===== src/rtl/pip_issue_sched.sv =====
`default_nettype none
// ============================================================================
// Module   : pip_issue_sched
// Brief    : Round-robin issue scheduler for the 4-stage 8-bit ADD/SUB
//            pipeline. Issues the opcode first and the operands one cycle
//            later. Each issued operation is tagged, so the pipeline result
//            is returned to the requester that sent it.
// Revision : 1.0 - initial release
// ============================================================================
module pip_issue_sched #(
  parameter int NREQ = 4,
  parameter int IDW  = 2,
  parameter int LAT  = 4
) (
  input  logic                clk,
  input  logic                reset_n,
  input  logic                cfg_en,
  input  logic [NREQ-1:0]     req_valid,
  input  logic [2*NREQ-1:0]   req_op,
  input  logic [8*NREQ-1:0]   req_a,
  input  logic [8*NREQ-1:0]   req_b,
  output logic [NREQ-1:0]     req_ready,
  output logic [7:0]          pp_instr,
  output logic [7:0]          pp_data_a,
  output logic [7:0]          pp_data_b,
  input  logic [7:0]          pp_result,
  output logic                rsp_valid,
  output logic [IDW-1:0]      rsp_id,
  output logic [7:0]          rsp_data,
  output logic                idle,
  output logic [15:0]         issue_cnt
);

  localparam logic [IDW-1:0] c_LAST_ID = IDW'(NREQ - 1);

  logic [IDW-1:0] r_rr;
  logic [IDW-1:0] w_rr_next;
  logic [NREQ-1:0] w_grant;
  logic           w_accept;
  logic [IDW-1:0] w_gid;
  logic [1:0]     w_op;
  logic [7:0]     w_a;
  logic [7:0]     w_b;
  logic [7:0]     r_hold_a;
  logic [7:0]     r_hold_b;
  logic [LAT:0]   r_tag_v;
  logic [IDW-1:0] r_tag_id [0:LAT];
  logic [15:0]    r_cnt;

  // Scan upward from the round-robin pointer and pick the first valid requester
  always_comb begin : p_arb
    int v_idx;
    v_idx    = 0;
    w_grant  = '0;
    w_accept = 1'b0;
    w_gid    = '0;
    w_op     = 2'b00;
    w_a      = 8'h00;
    w_b      = 8'h00;
    for (int k = 0; k < NREQ; k++) begin
      v_idx = int'(r_rr) + k;
      if (v_idx >= NREQ) begin
        v_idx = v_idx - NREQ;
      end
      if (!w_accept && cfg_en && req_valid[v_idx]) begin
        w_accept       = 1'b1;
        w_grant[v_idx] = 1'b1;
        w_gid          = IDW'(v_idx);
        w_op           = req_op[2*v_idx +: 2];
        w_a            = req_a[8*v_idx +: 8];
        w_b            = req_b[8*v_idx +: 8];
      end
    end
  end

  // The pointer moves to the slot after the requester just granted, wrapping at NREQ
  always_comb begin
    w_rr_next = (w_gid == c_LAST_ID) ? '0 : w_gid + 1'b1;
  end

  // Grants are masked while reset is asserted, so req_ready reads 0 during reset
  assign req_ready = w_grant & {NREQ{reset_n}};

  // Update the round-robin pointer and count accepted operations
  always_ff @(posedge clk or negedge reset_n) begin
    if (!reset_n) begin
      r_rr  <= '0;
      r_cnt <= '0;
    end else if (w_accept) begin
      r_rr  <= w_rr_next;
      r_cnt <= r_cnt + 16'd1;
    end
  end

  // Issue the opcode at accept; operands go through a hold stage one cycle behind
  always_ff @(posedge clk or negedge reset_n) begin
    if (!reset_n) begin
      pp_instr  <= 8'h00;
      r_hold_a  <= 8'h00;
      r_hold_b  <= 8'h00;
      pp_data_a <= 8'h00;
      pp_data_b <= 8'h00;
    end else begin
      pp_instr  <= w_accept ? {6'b000000, w_op} : 8'h00;
      r_hold_a  <= w_accept ? w_a : 8'h00;
      r_hold_b  <= w_accept ? w_b : 8'h00;
      pp_data_a <= r_hold_a;
      pp_data_b <= r_hold_b;
    end
  end

  // The tag pipe follows each operation through the pipeline latency to its response cycle
  always_ff @(posedge clk or negedge reset_n) begin
    if (!reset_n) begin
      r_tag_v <= '0;
      for (int s = 0; s <= LAT; s++) begin
        r_tag_id[s] <= '0;
      end
    end else begin
      r_tag_v     <= {r_tag_v[LAT-1:0], w_accept};
      r_tag_id[0] <= w_accept ? w_gid : '0;
      for (int s = 1; s <= LAT; s++) begin
        r_tag_id[s] <= r_tag_id[s-1];
      end
    end
  end

  assign rsp_valid = r_tag_v[LAT];
  assign rsp_id    = r_tag_id[LAT];
  assign rsp_data  = pp_result;
  assign idle      = ~|r_tag_v;
  assign issue_cnt = r_cnt;

endmodule
`default_nettype wire


===== config.mk =====
export PLATFORM = sky130hd
export DESIGN_NAME = pip_issue_sched
export DESIGN_NICKNAME = d
export VERILOG_FILES = /design/src/rtl/pip_issue_sched.sv
export SDC_FILE = /design/constraint.sdc
export NUM_CORES = 1
export LEC_CHECK = 0
export CELL_PAD_IN_SITES_DETAIL_PLACEMENT = 0
export CELL_PAD_IN_SITES_GLOBAL_PLACEMENT = 1
export CORE_UTILIZATION = 37
export DETAILED_ROUTE_END_ITERATION = 16
export PLACE_DENSITY = 0.8
export SKIP_CTS_REPAIR_TIMING = 1
export SLEW_MARGIN = 20
export SYNTH_ARGS = -nofsm -noshare
export SYNTH_HDL_FRONTEND = slang
export SYNTH_SLANG_ARGS = --single-unit
export TNS_END_PERCENT = 5

===== constraint.sdc =====
create_clock -name clk -period 4.95 [get_ports clk]
set_clock_uncertainty 0.1 [all_clocks]
set_input_delay 1.485 -clock clk [delete_from_list [all_inputs] [get_ports clk]]
set_output_delay 1.485 -clock clk [all_outputs]
set_load 0.01 [all_outputs]

==> results.sh, run 1 <==
export IMPL_grt_max_degree=77
export IMPL_critical_path_n_buffers_inverters=5
export IMPL_ys_seq_area_frac=0.3641
export IMPL_gp_congestion=0.9063
export IMPL_timing_setup_critical_path_class="input pin to output port"
export IMPL_clock_latency_ns=0.33
export IMPL_hold_violations=0
export IMPL_cap_viol_max_count=0
export IMPL_num_vias=3807
export IMPL_final_hold_worst_slack_ns=0.2437
export IMPL_postLayoutSetupSlackWorst_ns=0.2949
export IMPL_filler_cell_count=1084
export IMPL_cts_reportedPaths_clkPinSlew_ns=0.05
export IMPL_synth_lib_cells_used_distinct=47
export IMPL_design_die_area_um2=12890
export IMPL_worst_r2r_startpoint="r_rr[0]"
export IMPL_io_buffer_count=120
export IMPL_power_per_cell_area_nw_per_um2=543.3
export IMPL_fmaxAchievable_mhz=214.8
export IMPL_crit_family="buffers and inverters"
export IMPL_wl_per_cell_um=18.12
export IMPL_dominantRegCellSynth="sky130_fd_sc_hd__dfrtp_1"
export IMPL_critical_path_startpoint_type="input pin"
export IMPL_number_of_h_tree_levels=3
export IMPL_critPathSlowestCell="sky130_fd_sc_hd__mux4_2"
export IMPL_fp_coreArea_um2=12060
export IMPL_final_seq_area_um2=1680
export IMPL_first_global_vias=3833
export IMPL_final_cell_mix="sky130_fd_sc_hd__clkdlybuf4s50_1 (111), sky130_fd_sc_hd__dfrtp_1 (66), sky130_fd_sc_hd__nand2_1 (44)"
export IMPL_ys_warnings_count=0
export IMPL_tritoncts="done"
export IMPL_number_of_buffers_on_the_longest_clock_path=2
export IMPL_finalSetupTns_ns=0
export IMPL_vdd_ir_drop_max_uv=299.2
export IMPL_synth_top_area_cell="sky130_fd_sc_hd__dfrtp_1"
export IMPL_grt_antenna_before_repair=1
export IMPL_power_frac_comb=0.565
export IMPL_reg2regPathDepth=8
export IMPL_ioPinCount=143
export IMPL_track_usage=0.1990
export IMPL_most_common_cell_after_layout_fill_and_taps_aside="sky130_fd_sc_hd__clkdlybuf4s50_1"
export IMPL_power_net_switching_mw=1.252
export IMPL_placement_rows=40
export IMPL_die_x_extent_um=113.6
export IMPL_post_synth_inst_count=393
export IMPL_max_slew_margin_rel=0.4316
export IMPL_synth_top_cell_area_share=0.3641
export IMPL_antenna_violating_nets_post_route=0
export IMPL_place_ws_ns=-0.4318
export IMPL_layout_min_cycle_time_ns=4.655
export IMPL_antenna_diode_count=0
export IMPL_timing_hold_worst_class="flip-flop to flip-flop"
export IMPL_net_switching_share_of_the_total_power=0.3678
export IMPL_met3_length_um=761
export IMPL_synth_edf_count=0
export IMPL_cts_root_buf="sky130_fd_sc_hd__clkbuf_16"
export IMPL_first_pass_grt_wire_length_mm=20.02
export IMPL_first_pass_iteration_count_of_the_detailed_router=4
export IMPL_critPathCaptureType="output port"
export IMPL_worst_setup_path_start="req_valid[3]"
export IMPL_path_cells="dlymetal6s2s_1 > buf_4 > buf_4 > mux4_2 > a21boi_1 > buf_4 > a22oi_1 > a21boi_1 > dlymetal6s2s_1"
export IMPL_critical_path_cell_count=9
export IMPL_crit_path_max_fanout=6
export IMPL_timing_critical_path_required_ns=3.37
export IMPL_maxUsedRoutingLayer="met5"
export IMPL_area_growth_pct=36.11
export IMPL_p_clk_frac=0.183
export IMPL_hpwlAfterDp_mm=8.748
export IMPL_mappedNetlistArea_um2=4604
export IMPL_cts_buffers_inserted=9
export IMPL_worstHoldStart="r_tag_id[4]"
export IMPL_cellInternalPower_mw=2.153
export IMPL_routed_via_density=5.566
export IMPL_postSynthRegisterBits=67
export IMPL_critical_path_most_common_cell="sky130_fd_sc_hd__buf_4"
export IMPL_detailedRoute_firstIterationViolations=248
export IMPL_netlist_top_cells_area="sky130_fd_sc_hd__dfrtp_1 (36%), sky130_fd_sc_hd__mux4_2 (19%), sky130_fd_sc_hd__mux2_2 (7.8%)"
export IMPL_finalNetCount=607
export IMPL_initial_utilization=0.3817
export IMPL_result_of_the_run="finished, final reports clean"
export IMPL_report_final_setup_viol=0
export IMPL_seqPwrFrac=0.252
export IMPL_syn_mean_instance_area_um2=11.72
export IMPL_proportion_of_layout_cells_with_a_drive_suffix_above_1=0.2519
export IMPL_clock_sink_count=67
export IMPL_total_leakage_power_nw=2.612
export IMPL_synth_async_sr_flop_share=1.000
export IMPL_hold_path_depth=0
export IMPL_sum_of_met2_wire_segment_lengths_after_detailed_routing_mm=6.045
export IMPL_grt_setup_unrepaired="false"
export IMPL_worst_path_largest_cell_delay_ns=0.45
export IMPL_finalMaxSlewViolations=0
export IMPL_measured_slew_at_the_worst_slew_check_pin_ns=0.8527
export IMPL_layout_worst_path_cycle_share=0.9404
export IMPL_grt_ovfl_total=0
export IMPL_wirelength_mm=12.40
export IMPL_met1Wirelength_mm=5.466
export IMPL_critical_path_arrival_ns=3.07
export IMPL_total_drc_errors_in_the_routed_layout=0
export IMPL_die_height_um=113.6
export IMPL_multiInputGateArea_um2=2663
power by group through the flow:
stage                     clock, mW  combinational, mW  sequential (mW)
after floorplan                   0               1.36            0.871
after global placement            0               1.89            0.860
after detailed placement          0               1.93            0.870
after CTS                     0.640               1.94            0.861
after global routing          0.664               2.09            0.881
final                         0.625               1.92            0.857
path summary, 6_finish.rpt:
path,slack [ns],endpoint
max reg2reg,1.62,r_hold_b[4]
max,0.29,req_ready[2]
max in group asynchronous,2.80,r_rr[0]
min reg2reg,0.24,r_tag_id[2]
min in group asynchronous,1.34,r_rr[1]
min,0.24,r_tag_id[2]
registers in the layout (all words and copies together) (netlist names):
name       count
r_hold_a       8
pp_data_b      8
r_tag_v        5
r_tag_id       8
rsp_id         2
pp_data_a      8
r_hold_b       8
issue_cnt     16
pp_instr       2
r_rr           2
kinds of logic (layout without fill, tap and decap cells):
| family | count (synthesis) | in the layout | synth area share |
|---|---|---|---|
| AO/OA/AOI/OAI | 77 | 77 | 0.1264 |
| buffers and inverters | 51 | 169 | 0.06440 |
| multiplexers | 81 | 81 | 0.2908 |
| flip-flops | 67 | 67 | 0.3641 |
| other | 1 | 6 | 0.0008144 |
| adder cells (fa/ha/maj) | 9 | 9 | 0.02446 |
| XOR/XNOR | 15 | 15 | 0.02853 |
| AND/OR/NAND/NOR | 92 | 92 | 0.1005 |
metal layers:
layer,up-vias,track usage
met2,122,0.3272
met1,1948,0.2656
met3,13,0.03985
met4,2,0.06053
li1,1722,-
met5,-,0
final cells by class:
class | count | area share
multi-input combinational | 280 | 0.4248
sequential | 67 | 0.2681
clock inverter | 6 | 0.01058
tap | 168 | 0.03354
timing repair buffer | 146 | 0.2222
clock buffer | 10 | 0.03653
inverter | 7 | 0.004192
synthesized netlist by cell type, types with 3 or more instances:
| cell type | number |
|---|---|
| sky130_fd_sc_hd__a22oi_1 | 28 |
| sky130_fd_sc_hd__mux2_2 | 32 |
| sky130_fd_sc_hd__mux2i_1 | 10 |
| sky130_fd_sc_hd__nor3_1 | 10 |
| sky130_fd_sc_hd__mux4_2 | 39 |
| sky130_fd_sc_hd__nand4_1 | 3 |
| sky130_fd_sc_hd__buf_4 | 19 |
| sky130_fd_sc_hd__nor2_1 | 6 |
| sky130_fd_sc_hd__a21oi_1 | 8 |
| sky130_fd_sc_hd__a221oi_1 | 13 |
| sky130_fd_sc_hd__and3_1 | 5 |
| sky130_fd_sc_hd__o211ai_1 | 4 |
| sky130_fd_sc_hd__xor2_1 | 12 |
| sky130_fd_sc_hd__buf_2 | 15 |
| sky130_fd_sc_hd__a21boi_0 | 5 |
| sky130_fd_sc_hd__inv_1 | 7 |
| sky130_fd_sc_hd__ha_1 | 9 |
| sky130_fd_sc_hd__clkbuf_1 | 6 |
| sky130_fd_sc_hd__o21ai_0 | 10 |
| sky130_fd_sc_hd__dfrtp_1 | 67 |
| sky130_fd_sc_hd__nand3_1 | 8 |
| sky130_fd_sc_hd__xnor2_1 | 3 |
| sky130_fd_sc_hd__nand2_1 | 44 |
stage by stage:
stage | instances | util | power, mW | cell area [um2]
CTS | 684 | 0.5187 | 3.441 | 6256
detailed placement | 668 | 0.4942 | 2.796 | 5961
global placement | 668 | 0.4942 | 2.749 | 5961
floorplan | 398 | - | 2.228 | 4623
global route | 684 | 0.5196 | 3.631 | 6267
finish | 684 | 0.5196 | 3.405 | 6267
worst register-to-register path, delay by kind of cell (launching register included):
kind	cells	cell delay, ns
AO/OA/AOI/OAI	2	0.57
adder cells (fa/ha/maj)	1	0.45
buffers and inverters	2	0.34
flip-flops	1	0.54
multiplexers	1	0.53
AND/OR/NAND/NOR	2	0.71
Note: power is estimated with default switching activity, not from simulation.
==> inputs of run 2 (changes only) <==
--- a/config.mk
+++ b/config.mk
@@ -10,4 +10,5 @@
 export CORE_UTILIZATION = 37
 export DETAILED_ROUTE_END_ITERATION = 16
+export GPL_ROUTABILITY_DRIVEN = 0
 export PLACE_DENSITY = 0.8
 export SKIP_CTS_REPAIR_TIMING = 1
==> constraint.sdc (replaced) <==
create_clock -name clk -period 4.95 [get_ports clk]
set_clock_uncertainty 0.1 [all_clocks]
set_input_delay 0.7425 -clock clk [delete_from_list [all_inputs] [get_ports clk]]
set_output_delay 0.7425 -clock clk [all_outputs]
set_load 0.01 [all_outputs]
==> results.sh, run 2 (synthesis results as in run 1) <==
export IMPL_final_seq_area_um2=1680
export IMPL_first_pass_grt_wire_length_mm=20.15
export IMPL_antenna_diode_count=0
export IMPL_placement_rows=40
export IMPL_grt_ovfl_total=0
export IMPL_most_common_cell_after_layout_fill_and_taps_aside="sky130_fd_sc_hd__clkdlybuf4s50_1"
export IMPL_wl_per_cell_um=18.61
export IMPL_first_global_vias=3811
export IMPL_io_buffer_count=120
export IMPL_die_height_um=113.6
export IMPL_worst_r2r_startpoint="r_rr[1]"
export IMPL_power_net_switching_mw=1.248
export IMPL_cellInternalPower_mw=2.107
export IMPL_detailedRoute_firstIterationViolations=245
export IMPL_hold_violations=0
export IMPL_measured_slew_at_the_worst_slew_check_pin_ns=0.8378
export IMPL_vdd_ir_drop_max_uv=233.2
export IMPL_first_pass_iteration_count_of_the_detailed_router=4
export IMPL_total_drc_errors_in_the_routed_layout=0
export IMPL_layout_min_cycle_time_ns=4.600
export IMPL_crit_path_max_fanout=14
export IMPL_area_growth_pct=32.66
export IMPL_cap_viol_max_count=0
export IMPL_final_cell_mix="sky130_fd_sc_hd__clkdlybuf4s50_1 (119), sky130_fd_sc_hd__dfrtp_1 (66), sky130_fd_sc_hd__nand2_1 (44)"
export IMPL_fmaxAchievable_mhz=217.4
export IMPL_cts_reportedPaths_clkPinSlew_ns=0.06
export IMPL_track_usage=0.2005
export IMPL_result_of_the_run="finished, final reports clean"
export IMPL_finalNetCount=585
export IMPL_seqPwrFrac=0.260
export IMPL_number_of_h_tree_levels=3
export IMPL_max_reg_flops=16
export IMPL_critical_path_startpoint_type="flip-flop"
export IMPL_tritoncts="done"
export IMPL_worst_setup_path_start="r_rr[1]"
export IMPL_initial_utilization=0.3817
export IMPL_worst_r2r_setup_slack_ns=1.46
export IMPL_timing_setup_critical_path_class="flip-flop to output port"
export IMPL_grt_antenna_before_repair=0
export IMPL_total_leakage_power_nw=2.441
export IMPL_number_of_buffers_on_the_longest_clock_path=2
export IMPL_critical_path_arrival_ns=3.76
export IMPL_power_per_cell_area_nw_per_um2=549.1
export IMPL_die_x_extent_um=113.6
export IMPL_wirelength_mm=12.32
export IMPL_timing_critical_path_required_ns=4.11
export IMPL_filler_cell_count=1090
export IMPL_layout_worst_path_cycle_share=0.9292
export IMPL_cts_buffers_inserted=9
export IMPL_antenna_violating_nets_post_route=0
export IMPL_num_vias=3736
export IMPL_clock_sink_count=67
export IMPL_critPathCaptureType="output port"
export IMPL_fin_util=0.5064
export IMPL_hpwlAfterDp_mm=8.613
export IMPL_finalMaxSlewViolations=0
export IMPL_reg2reg_to="r_hold_b[3]"
export IMPL_power_frac_comb=0.548
export IMPL_net_switching_share_of_the_total_power=0.3720
export IMPL_worst_setup_path_endpoint="req_ready[0]"
export IMPL_multiInputGateArea_um2=2660
export IMPL_timing_hold_worst_class="input pin to asynchronous set/reset pin"
export IMPL_p_clk_frac=0.192
export IMPL_finalSetupTns_ns=0
export IMPL_clock_latency_ns=0.33
export IMPL_max_slew_margin_rel=0.4415
export IMPL_cts_root_buf="sky130_fd_sc_hd__clkbuf_16"
export IMPL_routed_via_density=5.644
export IMPL_proportion_of_layout_cells_with_a_drive_suffix_above_1=0.2146
export IMPL_grt_setup_unrepaired="false"
export IMPL_ioPinCount=143
export IMPL_reg2regPathDepth=7
export IMPL_fp_coreArea_um2=12060
export IMPL_design_die_area_um2=12890
export IMPL_grt_max_degree=79
export IMPL_report_final_setup_viol=0
==> run 2: cell types whose count changed in the layout (fill, tap and decap cells not counted), sizes merged <==
| cell | delta |
|---|---|
| inv | +1 |
| clkbuf | -4 |
| clkinv | -2 |
| buf | -22 |
| clkdlybuf4s50 | +8 |
| dlymetal6s2s | -5 |
| clkinvlp | +2 |
==> run 2: area by class of cell <==
class,count,area share
Timing Repair Buffer,124,0.2014
Clock buffer,9,0.03687
Inverter,7,0.004302
Clock inverter,7,0.01249
Sequential cell,67,0.2751
Tap cell,168,0.03441
Multi-Input combinational cell,280,0.4355
==> run 2: worst min-delay path by stage <==
stage / start / to / slack, ns
2_1_floorplan: r_hold_a[0] / pp_data_a[0] / 0.23
3_5_place_dp: r_hold_b[7] / pp_data_b[7] / 0.23
6_report: reset_n / pp_data_a[6] / 0.14
3_3_place_gp: r_hold_b[2] / pp_data_b[2] / 0.23
5_1_grt: reset_n / pp_data_a[6] / 0.13
4_1_cts: reset_n / pp_data_a[6] / 0.13
==> run 2: per-stage QoR <==
step	std cells	cell area, um2	setup slack [ns]	hold WS, ns	total power [mW]
after floorplan	398	4623	0.8584	0.2312	2.228
after global placement	646	5796	0.6796	0.2311	2.678
after detailed placement	646	5799	0.5483	0.2347	2.725
after CTS	662	6101	0.1699	0.1305	3.383
after global routing	662	6108	0.07516	0.1278	3.573
final	662	6108	0.3502	0.1368	3.354
==> run 2: worst max-delay path: stages (launching register included) <==
cell                              delay, ns
sky130_fd_sc_hd__dfrtp_1               0.58
sky130_fd_sc_hd__inv_1                 0.30
sky130_fd_sc_hd__ha_2                  0.52
sky130_fd_sc_hd__mux4_2                0.60
sky130_fd_sc_hd__nand2b_1              0.22
sky130_fd_sc_hd__a21oi_2               0.29
sky130_fd_sc_hd__a22oi_1               0.14
sky130_fd_sc_hd__a21boi_0              0.21
sky130_fd_sc_hd__clkdlybuf4s50_1       0.57
==> run 2: layer usage <==
metal	share of wire	wire [um]	GRT usage
met1	0.44	5466	0.2762
met2	0.47	5828	0.3134
met3	0.062	761	0.03773
met4	0.022	265	0.07807
met5	0	0	0
==> run 2: power groups by stage <==
stage,clock network [mW],logic [mW],registers (mW)
after global placement,0,1.80,0.875
after global routing,0.677,2.00,0.895
after floorplan,0,1.36,0.871
after detailed placement,0,1.84,0.883
final,0.645,1.84,0.870
after CTS,0.655,1.85,0.873
==> inputs of run 3 (changes only) <==
Settings changed: CAP_MARGIN set to 20.
==> results of run 3 <==
No change in the layout: final DEF, timing and power equal those of run 2.
